--- config.mk ---
export PLATFORM = sky130hd
export DESIGN_NAME = process_loader_flat
export DESIGN_NICKNAME = d
export VERILOG_FILES = /design/src/rtl/process_loader_if.sv /design/src/rtl/process_loader.sv /design/src/flat_wrapper.sv
export SDC_FILE = /design/constraint.sdc
export NUM_CORES = 1
export LEC_CHECK = 0
export CAP_MARGIN = 10
export CORE_ASPECT_RATIO = 0.75
export CORE_MARGIN = 10
export CORE_UTILIZATION = 35
export DETAILED_ROUTE_END_ITERATION = 8
export PLACE_DENSITY = 0.62
export SYNTH_ARGS = -nofsm -noshare
export SYNTH_HDL_FRONTEND = slang
export SYNTH_SLANG_ARGS = --single-unit
--- constraint.sdc ---
create_clock -name clk -period 5.01 [get_ports clk]
set_input_delay 1.002 -clock clk [delete_from_list [all_inputs] [get_ports clk]]
set_output_delay 1.002 -clock clk [all_outputs]
set_load 0.005 [all_outputs]
--- src/rtl/process_loader_if.sv ---
// Bundle between the process loader and its neighbours: start/operand bus, source
// read port, RAM write port and RAM offset-change port.
interface process_loader_if #(
    parameter int LEN_W = 12,
    parameter int SRC_W = 16
);
    logic             start;
    logic [11:0]      proc_base;
    logic [SRC_W-1:0] src_base;
    logic [LEN_W-1:0] len;
    logic             run_after;
    logic [SRC_W-1:0] src_addr;
    logic             src_rd;
    logic [31:0]      src_data;
    logic [31:0]      ram_data;
    logic [11:0]      ram_addr;
    logic             ram_mW;
    logic [31:0]      ProcessOffset;
    logic             OffsetChange;
    logic             busy;
    logic             done;

    modport master (
        input  start, proc_base, src_base, len, run_after, src_data,
        output src_addr, src_rd, ram_data, ram_addr, ram_mW,
               ProcessOffset, OffsetChange, busy, done
    );

    modport slave (
        output start, proc_base, src_base, len, run_after, src_data,
        input  src_addr, src_rd, ram_data, ram_addr, ram_mW,
               ProcessOffset, OffsetChange, busy, done
    );
endinterface

--- src/rtl/process_loader.sv ---
// Copies len source words into a process RAM region: set offset, fetch/write each
// word, then leave the offset at the region base or back at 0.
module process_loader #(
    parameter int LEN_W = 12,
    parameter int SRC_W = 16
) (
    input logic             clk,
    input logic             rst,
    process_loader_if.master bus
);
    typedef enum logic [2:0] {IDLE, SETOFF, FETCH, WRITE, FINOFF, DONE} state_t;

    state_t           state, state_nxt;
    logic [11:0]      base, base_nxt;
    logic [SRC_W-1:0] sbase, sbase_nxt;
    logic [LEN_W-1:0] cnt, cnt_nxt;
    logic [LEN_W-1:0] i, i_nxt, i_inc;
    logic             run, run_nxt;
    logic [SRC_W-1:0] src_addr_nxt;
    logic [11:0]      ram_addr_nxt;
    logic [31:0]      off_nxt;

    always_comb begin
        state_nxt    = state;
        base_nxt     = base;
        sbase_nxt    = sbase;
        cnt_nxt      = cnt;
        run_nxt      = run;
        i_nxt        = i;
        i_inc        = i + LEN_W'(1);
        src_addr_nxt = bus.src_addr;
        ram_addr_nxt = bus.ram_addr;
        off_nxt      = bus.ProcessOffset;

        case (state)
            IDLE: if (bus.start) begin
                base_nxt  = bus.proc_base;
                sbase_nxt = bus.src_base;
                cnt_nxt   = bus.len;
                run_nxt   = bus.run_after;
                i_nxt     = '0;
                state_nxt = SETOFF;
            end
            SETOFF: state_nxt = (cnt != '0) ? FETCH : FINOFF;
            FETCH:  state_nxt = WRITE;
            WRITE: begin
                i_nxt     = i_inc;
                state_nxt = (i_inc < cnt) ? FETCH : FINOFF;
            end
            FINOFF: state_nxt = DONE;
            DONE:   state_nxt = IDLE;
            default: state_nxt = IDLE;
        endcase

        // Outputs are registered, so decode them from the state being entered.
        case (state_nxt)
            SETOFF: off_nxt      = {20'b0, base_nxt};
            FETCH:  src_addr_nxt = sbase_nxt + SRC_W'(i_nxt);
            WRITE:  ram_addr_nxt = 12'(i_nxt);
            FINOFF: off_nxt      = run_nxt ? {20'b0, base_nxt} : 32'b0;
            default: ;
        endcase
    end

    always_ff @(posedge clk) begin
        if (!rst) begin
            state             <= IDLE;
            base              <= '0;
            sbase             <= '0;
            cnt               <= '0;
            run               <= 1'b0;
            i                 <= '0;
            bus.src_addr      <= '0;
            bus.src_rd        <= 1'b0;
            bus.ram_addr      <= '0;
            bus.ram_mW        <= 1'b0;
            bus.ProcessOffset <= '0;
            bus.OffsetChange  <= 1'b0;
            bus.busy          <= 1'b0;
            bus.done          <= 1'b0;
        end else begin
            state             <= state_nxt;
            base              <= base_nxt;
            sbase             <= sbase_nxt;
            cnt               <= cnt_nxt;
            run               <= run_nxt;
            i                 <= i_nxt;
            bus.src_addr      <= src_addr_nxt;
            bus.src_rd        <= (state_nxt == FETCH);
            bus.ram_addr      <= ram_addr_nxt;
            bus.ram_mW        <= (state_nxt == WRITE);
            bus.ProcessOffset <= off_nxt;
            bus.OffsetChange  <= (state_nxt == SETOFF) || (state_nxt == FINOFF);
            bus.busy          <= (state_nxt != IDLE);
            bus.done          <= (state_nxt == DONE);
        end
    end

    // Source data arrives the cycle after FETCH and goes straight through.
    assign bus.ram_data = (state == WRITE) ? bus.src_data : 32'b0;
endmodule

--- src/flat_wrapper.sv ---
// flat-port wrapper written by rule: the top's interface ports become plain ports
module process_loader_flat 
#(
    parameter int LEN_W = 12,
    parameter int SRC_W = 16
)
  (clk, rst, bus_start, bus_proc_base, bus_src_base, bus_len, bus_run_after, bus_src_data, bus_src_addr, bus_src_rd, bus_ram_data, bus_ram_addr, bus_ram_mW, bus_ProcessOffset, bus_OffsetChange, bus_busy, bus_done);
  process_loader_if #(.LEN_W(LEN_W), .SRC_W(SRC_W)) bus_i ();
  input logic clk;
  input logic rst;
  input wire logic [$bits(bus_i.start)-1:0] bus_start;
  input wire logic [$bits(bus_i.proc_base)-1:0] bus_proc_base;
  input wire logic [$bits(bus_i.src_base)-1:0] bus_src_base;
  input wire logic [$bits(bus_i.len)-1:0] bus_len;
  input wire logic [$bits(bus_i.run_after)-1:0] bus_run_after;
  input wire logic [$bits(bus_i.src_data)-1:0] bus_src_data;
  output wire logic [$bits(bus_i.src_addr)-1:0] bus_src_addr;
  output wire logic [$bits(bus_i.src_rd)-1:0] bus_src_rd;
  output wire logic [$bits(bus_i.ram_data)-1:0] bus_ram_data;
  output wire logic [$bits(bus_i.ram_addr)-1:0] bus_ram_addr;
  output wire logic [$bits(bus_i.ram_mW)-1:0] bus_ram_mW;
  output wire logic [$bits(bus_i.ProcessOffset)-1:0] bus_ProcessOffset;
  output wire logic [$bits(bus_i.OffsetChange)-1:0] bus_OffsetChange;
  output wire logic [$bits(bus_i.busy)-1:0] bus_busy;
  output wire logic [$bits(bus_i.done)-1:0] bus_done;
  assign bus_i.start = bus_start;
  assign bus_i.proc_base = bus_proc_base;
  assign bus_i.src_base = bus_src_base;
  assign bus_i.len = bus_len;
  assign bus_i.run_after = bus_run_after;
  assign bus_i.src_data = bus_src_data;
  assign bus_src_addr = bus_i.src_addr;
  assign bus_src_rd = bus_i.src_rd;
  assign bus_ram_data = bus_i.ram_data;
  assign bus_ram_addr = bus_i.ram_addr;
  assign bus_ram_mW = bus_i.ram_mW;
  assign bus_ProcessOffset = bus_i.ProcessOffset;
  assign bus_OffsetChange = bus_i.OffsetChange;
  assign bus_busy = bus_i.busy;
  assign bus_done = bus_i.done;
  process_loader #(.LEN_W(LEN_W), .SRC_W(SRC_W)) u_core (.clk(clk), .rst(rst), .bus(bus_i));
endmodule
After elaboration in Yosys (flattened, before gate mapping)
Cells that the tools add are included.
{ "totals": {"register_bits": 121, "inputBits": 76, "output_inout_bits": 97, "wordCells": 47} }
{ "classes": {"n_addsub": 2, "order_cmp": 1, "n_eq_ne": 9, "n_mux": 15, "n_reduce_logical": 6} }
{ "op_table": {"columns": ["cell", "count"], "rows": [
  ["$pmux 32 s2", 1],
  ["$mux 12", 4],
  ["$mux 16", 2],
  ["$mux 32", 1],
  ["$pmux 12 s2", 1],
  ["$add 16x12->16", 1],
  ["$pmux 3 s5", 1],
  ["$add 12x1->12 const B", 1],
  ["$eq 3x2->1 const B", 4],
  ["$lt 12x12->1", 1],
  ["$reduce_bool 12->1", 1],
  ["$eq 3x3->1 const B", 3],
  ["$mux 3", 3],
  ["$eq 3x1->1 const B", 2],
  ["$logic_not 3->1", 1],
  ["$reduce_bool 3->1", 1],
  ["$mux 1", 2],
  ["$reduce_and 2->1", 1],
  ["$reduce_bool 2->1", 1],
  ["$logic_or 1x1->1", 1]
]} }

Longest topological paths before layout
Gate-level depths: netlist of the first run.
{ "logic_depth": {"ltp_word": 6, "depth_mapped": 17, "mapped_depth_nobuf": 14} }

Worst setup path before layout of the first run
OpenSTA, ideal clock, no wires.
{ "synth_timing": {"path_kind": "input to register", "from": "input bus_start", "to": "register u_core.bus.src_addr[15]", "setup_time_ns": 0.075, "t_arrival_ns": 3.812, "t_required_ns": 4.935, "slack_ns": 1.124, "path_stages": 13, "n_path_buf": 3, "cell_sequence": "or4b_1 -> buf_2 -> buf_1 -> buf_2 -> nand2_1 -> nand2_1 -> ha_1 -> a21o_1 -> a2111o_1 -> a211oi_1 -> a2111oi_2 -> xor2_1 -> o22ai_1"} }
{ "synth_between": {"elab_chain_len": 3, "word_cells_on_any_way": 8, "classes_between": "add/sub (1); eq/ne (1); mux (6)"} }
{ "synth_rtl": {"columns": ["item", "line", "rtl"], "rows": [
  ["from (decl)", "flat_wrapper.sv:11", "input wire logic [$bits(bus_i.start)-1:0] bus_start;"],
  ["$mux 16", "process_loader.sv:36", "IDLE: if (bus.start) begin"],
  ["$mux 16", "process_loader.sv:35", "case (state)"],
  ["via u_core.sbase_nxt[8]", "process_loader.sv:15", "logic [SRC_W-1:0] sbase, sbase_nxt;"],
  ["$add 16x12->16", "process_loader.sv:58", "FETCH: src_addr_nxt = sbase_nxt + SRC_W'(i_nxt);"],
  ["to (signal assigned)", "process_loader.sv:88", "bus.src_addr <= src_addr_nxt;"],
  ["to (decl)", "process_loader_if.sv:25", "output src_addr, src_rd, ram_data, ram_addr, ram_mW,"]
]} }
The timed path passes the listed nets, and every way through them passes these cells.
A chain may end at the register's enable or synchronous reset.

Worst setup path in the final report of the first run
Ends and elaborated chain as after synthesis.

==> results of run 1 <==
[critical path: stages]
cell                              delay, ns
sky130_fd_sc_hd__clkdlybuf4s50_1       0.54
sky130_fd_sc_hd__or4b_1                0.69
sky130_fd_sc_hd__nand2_1               0.18
sky130_fd_sc_hd__nand2_1               0.08
sky130_fd_sc_hd__ha_1                  0.37
sky130_fd_sc_hd__a21o_1                0.21
sky130_fd_sc_hd__a2111o_1              0.49
sky130_fd_sc_hd__a211oi_1              0.47
sky130_fd_sc_hd__a2111oi_2             0.11
sky130_fd_sc_hd__xor2_1                0.16
sky130_fd_sc_hd__o22ai_1               0.17
[metrics by stage]
| stage | worst slack [ns] | utilization [%] |
|---|---|---|
| floorplan | 1.12 | - |
| global placement | 0.597 | 47.2 |
| detailed placement | 0.496 | 47.2 |
| CTS | 0.841 | 49.2 |
| global route | 0.640 | 49.3 |
| finish | 0.803 | 49.3 |
[worst max path at each step]
stage / start / end / slack [ns] / cells after the start
global route: bus_start / u_core.bus.src_addr[15] / 0.64 / 11
floorplan: bus_start / u_core.bus.src_addr[15] / 1.12 / 13
global placement: bus_start / u_core.bus.src_addr[13] / 0.60 / 11
finish: bus_start / u_core.bus.src_addr[15] / 0.80 / 11
CTS: bus_start / u_core.bus.src_addr[15] / 0.84 / 11
detailed placement: bus_start / u_core.bus.src_addr[15] / 0.50 / 11
[power by group]
| part | switching, mW | internal [mW] |
|---|---|---|
| sequential | 0.0602 | 0.888 |
| clock | 0.339 | 0.350 |
| combinational | 0.380 | 0.319 |
[synth_stat cells, drive strengths merged, types with 8 or more instances]
| cell type | instances | area, µm² |
|---|---|---|
| xor2 | 8 | 70.1 |
| buf | 38 | 254 |
| o21ai | 17 | 96.4 |
| xnor2 | 10 | 87.6 |
| and3 | 34 | 213 |
| mux2i | 13 | 130 |
| nor2 | 35 | 131 |
| clkbuf | 18 | 67.6 |
| nand3 | 14 | 70.1 |
| ha | 24 | 300 |
| dfxtp | 101 | 2020 |
| a21oi | 58 | 290 |
| and2 | 13 | 81.3 |
| nand2 | 116 | 435 |
| inv | 22 | 82.6 |
| a22o | 16 | 140 |
[state kept, by name, summed over array words and instances, names as in the netlist]
name	flops
u_core.bus.src_addr	16
u_core.run	1
u_core.bus.ProcessOffset	12
u_core.cnt	12
u_core.bus.src_rd	1
u_core.base	12
u_core.bus.busy	1
u_core.sbase	16
u_core.bus.ram_addr	12
u_core.bus.OffsetChange	1
u_core.bus.ram_mW	1
u_core.bus.done	1
u_core.i	12
u_core.state	3
[layer usage]
| metal | GRT usage (%) | routed length (µm) | up-vias |
|---|---|---|---|
| met2 | 24.8 | 7890 | 148 |
| met3 | 5.56 | 1290 | 3 |
| met4 | 1.76 | 21 | 0 |
| met5 | 0 | 0 | - |
| met1 | 22.6 | 8500 | 2385 |
| li1 | - | - | 2482 |
[final cells by class]
type | instances | area (µm²) | share of cell area (%)
sequential | 101 | 2020 | 27.9
multi-input combinational | 481 | 2980 | 41.1
timing repair buffer | 164 | 1620 | 22.3
clock inverter | 7 | 62.6 | 0.864
inverter | 23 | 86.3 | 1.19
tap | 200 | 250 | 3.45
clock buffer | 9 | 225 | 3.11
[cell families after synthesis]
kind of cell | after synthesis | synth area share (%)
xor gates and xnor gates | 18 | 2.96
buffers and inverters | 79 | 7.65
muxes | 13 | 2.44
AOI/OAI and AO/OA | 156 | 20.8
DFF | 101 | 37.9
and+or+nand+nor | 249 | 22.2
other | 1 | 0.0704
adders and majority gates | 25 | 6.01
==> results list, run 1 <==
* Max-capacitance violation count: 0
- For this block, the routed nets add up to approximately 18 mm of wire.
* Per-cell via count in the routed design: between 5 and 6
- After layout, the worst path uses 84.0% of the clock period.
* Worst slew slack as a fraction of its limit: a little under three fifths
- For this run, asynchronously set or reset flops after synthesis account for 0%.
* Count of clock tree sinks: between 100 and 150
- Once the clock tree was built, the resizer swapped 0 gates to a different size.
- Critical path capture point type: register
* Buffers added on ports: 152
- Commonest register cell after synthesis: sky130_fd_sc_hd__dfxtp_1
* Capture point of the worst reg-to-reg path: u_core.bus.src_addr[15]
- Required time of the worst setup path: roughly 5.3 ns
- In this run the number of H-tree levels came out at 3.
* Pins over their slew limit: 0
* Gpl congestion: 0.871
- CTS Hold Bufs: 0
- Crit Reg-Reg Startpoint: u_core.i[0]
- Synthesized area: between 5000 and 6000 µm²
* Leakage power: 3.08 nW
- Including well taps, the total number of placed cells is about 970.
* Kind of critical path: input pin to register
- The pre-antenna-repair detailed-routing pass consisted of 4 iterations.
* CP Data Arrival Time: approximately 4.5 ns
- For this block, the initial DRC count from the detailed router was around 210.
* Internal reg-to-reg setup slack: 1.31 ns
* Origin of the worst min-delay path: u_core.base[8]
* Final Hold Vio Count: 0
- After technology mapping, the gate count stands at 642.
- Area of the die: a little over 20000 µm²
* Post-route worst hold slack: 0.464 ns
* EDFF count, synth: 0
- Total Negative Setup Slacks: 0 ns
* # rows: 38
- Clock skew after layout: about 0.012 ns
- TritonCTS built the clock tree.
- The number of clock buffers added by TritonCTS is 9.
- Power density over the cells: 322 nW/µm²
- Floorplan Core Area: roughly 15000 µm²
* Total cell area at the placement stage: ~7000 µm²
- After clock tree synthesis, the setup repair step added 0 buffers.
- Clock slew at reported path FFs: about 0.08 ns
* Max Buffers Root-to-Sink: 2
* Register bit count reported by yosys: between 100 and 150
- Tmin final: 4.21 ns
- Final-layout fill cell count: approximately 1400
- In the final routed layout, each cell accounts on average for about 18 µm.
* Die width: about 160 µm
* Initial antenna violation count: 0
* Maximum number of pins on one net before global-route repair: around 50
- Worst Hold End: u_core.base[8]
- Summing internal, switching and leakage power gives roughly 2.3 mW.
- Slew @ Worst Pin: about 0.66 ns
* Worst R2R Path Depth: 13
* Total routing usage reported by global routing: ~16%
* First-pass GRT wire length: between 20 and 30 mm
- Worst hold path depth: 2
- Crit-path max FO: 10
- Worst hold path class: register to register
* Total I/O pin count: ~170
* Post-Syn Area per Cell: 8.30 µm²
- Critical path startpoint category: input pin
- Counting distinct cell types in the post-synthesis netlist gives approximately 70.
* Final standard cell area without fillers: roughly 7200 µm²
* Remaining number of nets flagged by the antenna check after routing: 0
- IR analysis of the VDD net gives a maximum drop of 0.165 mV.
- Setup violations remaining at the end of the flow were counted as 0.
- Sequential cells were found to cover between 30% and 40% of the synthesized design area.
* Result of the run: completed
* Via count of the first global-routing pass: ~4800
* Achievable clock frequency: 0.238 GHz
* Area Overhead vs Synth: 35.9%
* CTS Root Cell: sky130_fd_sc_hd__clkbuf_16
- Detailed placer's ending HPWL: 13.9 mm
- Ratio of cells with drive above 1 in the final layout: under 10%
* Drc violations: 0
* Final standard cell count with taps included and fillers excluded: roughly 990
* Number of warnings printed during yosys synthesis: 0
- Net count, final: 881
- Measured along the y axis, the die boundary spans approximately 130 µm.
- Total number of vias: around 5000
- For this configuration, the core starts out at a cell density of 36.3%.
* ANT cells: 0
- For the worst-skew pair, the clock arrives at the later sink with an insertion delay of 0.35 ns.
- Leaving out fill and tap cells, the most frequent cell in the layout is sky130_fd_sc_hd__clkdlybuf4s50_1.
- Summed over all layers, the global routing overflow is 0.
- Setup repair after global routing missed its margin: false
- In the layout the commonest cells are 152 x sky130_fd_sc_hd__clkdlybuf4s50_1, 116 x sky130_fd_sc_hd__nand2_1, 101 x sky130_fd_sc_hd__dfxtp_1.
Power figures use the tool's default switching activity.
==> inputs of run 2 (changes only) <==
==> constraint.sdc (replaced) <==
create_clock -name clk -period 4.1 [get_ports clk]
set_input_delay 0.82 -clock clk [delete_from_list [all_inputs] [get_ports clk]]
set_output_delay 0.82 -clock clk [all_outputs]
set_load 0.005 [all_outputs]
==> run 2 against run 1 <==
Compared with the run above:
- via count up 1.5%
- routed wire length down 0.29%
- final area increased by 2.3%
- largest power group unchanged
- highest routed layer unchanged
==> results list, run 2 (synthesized netlist as in run 1, its figures left out) <==
- Setup violations remaining at the end of the flow were counted as 0.
- The number of global-route vias before repair came to roughly 5000.
* Commonest cells after routing, fill and taps aside: 152 x sky130_fd_sc_hd__clkdlybuf4s50_1, 116 x sky130_fd_sc_hd__nand2_1, 101 x sky130_fd_sc_hd__dfxtp_1
- Initial DRT Pass Iterations: 5
- Total routing usage reported by global routing: between 10% and 20%
* Global-route met3 utilization: between 5 and 6%
- Gpl congestion: roughly 0.90
- In this run, placement finished with an instance count of 990.
* Remaining number of nets flagged by the antenna check after routing: 0
- Clock skew after layout: ~0.012 ns
- The die covers between 20000 and 25000 µm².
* Max Buffers Root-to-Sink: 2
* Power dissipated by switching net loads: just under 1 mW
- Worst hold path class: register to register
* Net count, final: around 900
* Required time of the worst setup path: 4.34 ns
- The worst path needs approximately 3.8 ns of the cycle, external delays included.
- Register share of total power: 39.7%
* Largest registers in the final layout: u_core.bus.src_addr: 16 flops, u_core.sbase: 16 flops
- Worst skew pair latency: 0.36 ns
* Max-capacitance violation count: 0
- Met2 Resource Use GR: 24.2%
* Total number of vias: 5093
* Power density over the cells: approximately 390 nW/µm²
- Worst hold path depth: 2
* Clk pwr share: 29.8%
* Detailed placer's ending HPWL: 13.6 mm
- Clock slew at reported path FFs: approximately 0.080 ns
- In this run, the number of DRC markers left after iteration 0 of detailed routing was between 300 and 400.
- Relative to the synthesized area, the layout overhead comes to 39.0%.
- Entering global routing, the biggest net connects 46 pins.
- The worst register-to-register path ends at u_core.bus.ProcessOffset[7].
* ANT cells: 0
- Floorplan Core Area: between 10000 and 15000 µm²
- Dividing the final minimum period by the clock period gives between 90 and 100%.
- Worst slew slack as a fraction of its limit: 55.0%
* Critical path capture point type: register
- At the pin with the least slew margin, the transition time is just under 0.7 ns.
- STA classifies the critical path startpoint as an input pin.
- Drc violations: 0
- Setup repair after global routing left no endpoint under its margin.
- The first global-routing pass estimated 27.7 mm of wire.
- Pin placement for this block handled ~170 I/O pins.
* Sum of overflow across all layers after global routing: 0
* Final standard cell area without fillers: 7410 µm²
- After global routing, the most crowded layer is met2.
* Design internal power: between 1.5 and 2 mW
- The floorplan has 38 rows.
- Most frequent standard cell in the layout excluding fill and tap cells: sky130_fd_sc_hd__clkdlybuf4s50_1
- Kind of critical path: input pin to register
- The tree is rooted in a sky130_fd_sc_hd__clkbuf_16.
- Total number of H-tree levels: 3
- Crit Reg-Reg Startpoint: u_core.i[0]
- Total cell area at the placement stage: between 7000 and 8000 µm²
- Utilization after layout: 50.4%
* GRT met1 Usage: a little under a quarter
* Max IR drop VDD: 0.210 mV
- The flow ran to the end, and the final reports show no timing, DRC or antenna violations.
* Net Sw Frac: 33.2%
- In the routed layout, each cell is associated on average with a via count of 5.06.
- In this run the post-CTS setup repair buffer count came out at 0.
- For this design, the sink count on the clock tree is about 100.
* Initial antenna violation count: 0
- The finished layout holds around 1000 standard cells, fillers aside.
- The number of max-slew violations in the final report was 0.
* TritonCTS clock tree: built
- Data arrives at the worst endpoint at about 4 ns.
* Wirelength per Cell: 17.5 µm
* Gate power share: between 30% and 40%
- The total count of hold-check failures in the final report was 0.
- In this run the vertical extent of the chip is roughly 130 µm.
* Worst R2R Path Depth: 11
- Along the worst path, the maximum fanout reaches 19.
- Achievable clock frequency: 0.262 GHz
* Die width: about 160 µm
- The analysis attributes to cell leakage a power of 3.18 nW.
- For hold timing, the worst endpoint is u_core.base[1].
- For this configuration, the core starts out at a cell density of 36.3%.
- Routed Wire Length: roughly 18 mm
* Inserted Clock Buffers: 9
* Ratio of cells with drive above 1 in the final layout: 7.94%
* Internal reg-to-reg setup slack: between 0.5 and 0.6 ns
* Buffers added on ports: 152
- The startpoint identified for the worst hold timing path is u_core.base[1].
- Final-layout fill cell count: 1400
run 2: critical path, stage by stage:
cell and delay, ns:
sky130_fd_sc_hd__clkdlybuf4s50_1 0.53, sky130_fd_sc_hd__or4b_1 0.61, sky130_fd_sc_hd__buf_4 0.28, sky130_fd_sc_hd__nand2_1 0.12, sky130_fd_sc_hd__nand2_1 0.08, sky130_fd_sc_hd__ha_1 0.36, sky130_fd_sc_hd__o21ai_1 0.14, sky130_fd_sc_hd__o21ai_0 0.21
sky130_fd_sc_hd__a211oi_1 0.12, sky130_fd_sc_hd__buf_4 0.16, sky130_fd_sc_hd__or4_1 0.46, sky130_fd_sc_hd__nand3_1 0.10, sky130_fd_sc_hd__a21oi_1 0.06
run 2: area by class of cell:
class	instances	area [µm²]	area share [%]
Clock buffer	10	239	3.23
Clock inverter	6	60.1	0.811
Inverter	23	86.3	1.17
Multi-Input combinational cell	481	2980	40.2
Sequential cell	101	2020	27.3
Tap cell	200	250	3.38
Timing Repair Buffer	185	1770	23.9
run 2: per-layer routing:
metal  up-vias  wire length (µm)
met5         -                 0
met3        13              1270
met4         0               120
met2       146              7830
li1       2525                 -
met1      2409              8430
run 2: repair_timing:
action,in CTS,in global routing
setup endpoints to repair,0,3
hold buffers,0,0
gates resized for setup,0,1
run 2: power groups by stage:
stage	clock network, mW	logic, mW	registers (mW)
after detailed placement	0	0.881	1.17
after global placement	0	0.870	1.17
after floorplan	0	0.533	1.15
after global routing	0.933	0.981	1.17
final	0.865	0.886	1.15
after CTS	0.888	0.886	1.15
run 2: worst max-delay path by stage:
stage	cells after the start	start	slack, ns	endpoint
after floorplan	13	bus_start	0.40	u_core.bus.src_addr[15]
after global placement	13	bus_start	-0.007	u_core.bus.src_addr[15]
after detailed placement	13	bus_start	-0.05	u_core.bus.src_addr[15]
after CTS	13	bus_start	0.32	u_core.bus.src_addr[15]
after global routing	14	bus_start	0.03	u_core.bus.src_addr[11]
final	13	bus_start	0.29	u_core.bus.src_addr[13]
run 2: metrics by stage:
step                setup slack (ns)  hold WS (ns)  power [mW]  setup TNS [ns]
finish                         0.288         0.462        2.90               0
global route                  0.0287         0.483        3.08               0
CTS                            0.321         0.465        2.92               0
detailed placement           -0.0546         0.455        2.05          -0.197
global placement            -0.00697         0.448        2.04        -0.00697
floorplan                      0.396         0.437        1.68               0
==> inputs of run 3 (changes only) <==
--- a/config.mk
+++ b/config.mk
@@ -10,6 +10,7 @@
 export CORE_MARGIN = 10
 export CORE_UTILIZATION = 35
 export DETAILED_ROUTE_END_ITERATION = 8
+export GPL_TIMING_DRIVEN = 0
 export PLACE_DENSITY = 0.62
 export SYNTH_ARGS = -nofsm -noshare
 export SYNTH_HDL_FRONTEND = slang
==> run 3 against run 2 <==
Compared with the run above:
- first-iteration DRC count fell by 37%
- worst hold slack got worse by 0.0058 ns
- non-clock buffer count is 22 higher
- largest power group unchanged
==> results list, run 3 (synthesized netlist as in run 1, its figures left out) <==
* Count of routing violations after the opening detailed-route iteration: 247
- Final-layout fill cell count: between 1000 and 1500
* Result of the run: completed
- Of all nets on the critical path, the largest fanout is 21.
* Net Sw Frac: 33.6%
- Ratio of cells with drive above 1 in the final layout: a little under a tenth
- From bottom edge to top edge, the die measures about 130 µm.
* Worst hold path class: register to register
- With fillers left out, the area of the finished cells amounts to ~7500 µm².
- Most frequent standard cell in the layout excluding fill and tap cells: sky130_fd_sc_hd__clkdlybuf4s50_1
- Remaining number of nets flagged by the antenna check after routing: 0
* Max-capacitance violation count: 0
- Post-route worst hold slack: about 0.46 ns
* Gpl congestion: ~0.9
* Slew @ Worst Pin: between 0.6 and 0.7 ns
- Of the available clock period, the critical path in the final layout requires a little over nine tenths.
- Dividing the detail-routed via count by the number of cells gives roughly 4.9.
- After clock tree synthesis, the clock-pin slew on the worst setup and hold paths is approximately 0.08 ns.
* Inserted Clock Buffers: 9
* Required time of the worst setup path: between 4 and 5 ns
* TritonCTS clock tree: built
* Internal reg-to-reg setup slack: about 0.52 ns
- Detailed placer's ending HPWL: roughly 14 mm
- Initial antenna violation count: 0
- Setup repair after global routing missed its margin: false
* Critical path capture point type: register
- The worst setup path is launched from an input pin.
- On the final layout, the worst clock skew is ~0.0096 ns.
- Max IR drop VDD: approximately 0.19 mV
* Power density over the cells: between 300 and 400 nW/µm²
- Design internal power: between 1.5 and 2 mW
- Data on the critical path arrives at its endpoint at around 4.2 ns.
- Registers are responsible for approximately two fifths of the overall power.
- Drc violations: 0
* Buffers added on ports: ~150
* Total number of H-tree levels: 3
- The worst setup path is of the input pin to register kind.
- The region available for standard cell placement spans 14700 µm².
- The final layout contains 924 nets.
- For this run, the detailed router's first-pass iteration total came to 5.
* Area of the die: 20600 µm²
* Area taken by flip-flops and latches: 2020 µm²
* Final Hold Vio Count: 0
- For this design the top-level I/O count stands at 173.
- ANT cells: 0
- The tree built by TritonCTS fans out to roughly 100 sinks.
- Total routing usage reported by global routing: between 10% and 20%
* Achievable clock frequency: 0.256 GHz
- Total cell area at the placement stage: 7170 µm²
* Commonest cells after routing, fill and taps aside: 152 x sky130_fd_sc_hd__clkdlybuf4s50_1, 116 x sky130_fd_sc_hd__nand2_1, 101 x sky130_fd_sc_hd__dfxtp_1
- Final Setup Violations: 0
- Total number of vias: ~5100
* Via count of the first global-routing pass: a little under 5000
- Multi-input logic area: about 3000 µm²
- Largest registers in the final layout: u_core.bus.src_addr: 16 flops, u_core.sbase: 16 flops
- Max Buffers Root-to-Sink: 2
- The floorplan has 38 rows.
- After detailed routing, the total wire length is 18.1 mm.
- Starting Density: around 36%
- The number of max-slew violations in the final report was 0.
- Leakage power: approximately 3.2 nW
- The clock period could shrink to slightly below 4 ns.
- Worst skew pair latency: around 0.35 ns
- Relative to the synthesized area, the layout overhead comes to 41.2%.
- Maximum number of pins on one net before global-route repair: 21
- Gate power share: 31.7%
- The worst pin sits at a relative slew slack of between 50% and 60%.
- In the final routed layout, each cell accounts on average for approximately 18 µm.
- First-pass GRT wire length: about 28 mm
- Measured along the x axis, the die boundary spans between 150 and 200 µm.
* CTS Root Cell: sky130_fd_sc_hd__clkbuf_16
- The clock network accounts for 29.3% of the total power.
- Summed over all nets, the switching power comes to roughly 0.98 mW.
- The total overflow left after global routing is 0.
## run 3: final timing paths
check                         startpoint                       to  cells past startpoint
hold / removal    u_core.bus.ram_addr[3]   u_core.bus.ram_addr[3]                      2
hold reg to reg   u_core.bus.ram_addr[3]   u_core.bus.ram_addr[3]                      2
setup reg to reg         u_core.state[0]  u_core.bus.src_addr[15]                     15
setup / recovery               bus_start  u_core.bus.src_addr[15]                     12
## run 3: through the flow
stage               worst slack (ns)  total power, mW  util, %  setup TNS (ns)  cells
floorplan                      0.396             1.68        -               0    661
global placement              -0.830             2.05     48.8           -5.13   1013
detailed placement            -0.866             2.07     48.8           -5.43   1013
CTS                           0.0580             2.94     51.1               0   1029
global route                 0.00770             3.08     51.2               0   1028
finish                         0.187             2.92     51.2               0   1028
## run 3: cell type report
cell class                      count  area share, %
Tap cell                          200           3.33
Sequential cell                   101           26.9
Clock buffer                        9           2.99
Buffer                             54           4.22
Clock inverter                      7          0.964
Inverter                           23           1.15
Timing Repair Buffer              153           20.3
Multi-Input combinational cell    481           40.2
## run 3: worst max-delay path, cell delays in order
cell                              delay, ns
sky130_fd_sc_hd__clkdlybuf4s50_1       0.56
sky130_fd_sc_hd__or4b_4                0.66
sky130_fd_sc_hd__buf_2                 0.26
sky130_fd_sc_hd__nand2_1               0.11
sky130_fd_sc_hd__nand2_1               0.06
sky130_fd_sc_hd__ha_2                  0.32
sky130_fd_sc_hd__a21o_1                0.19
sky130_fd_sc_hd__a2111o_1              0.48
sky130_fd_sc_hd__a211oi_4              0.32
sky130_fd_sc_hd__a2111oi_2             0.09
sky130_fd_sc_hd__xor2_1                0.16
sky130_fd_sc_hd__o22ai_1               0.16
## run 3: what timing repair did
item	CTS	global route
endpoints found under the setup margin	8	7
hold buffers	0	0
resized for setup	7	10
setup buffers	1	0
pin swaps	0	2
## run 3: layer usage
layer  share of wire (%)  track usage (%)
met4                0.27             2.14
met1                  48             22.8
met3                 7.7             5.04
met2                  44             25.3
met5                   0                0
## run 3: power by group through the flow
stage	clock network (mW)	registers, mW	logic, mW
final	0.855	1.14	0.925
after global routing	0.913	1.15	1.02
after CTS	0.876	1.14	0.920
after detailed placement	0	1.16	0.905
after global placement	0	1.16	0.890
after floorplan	0	1.15	0.533
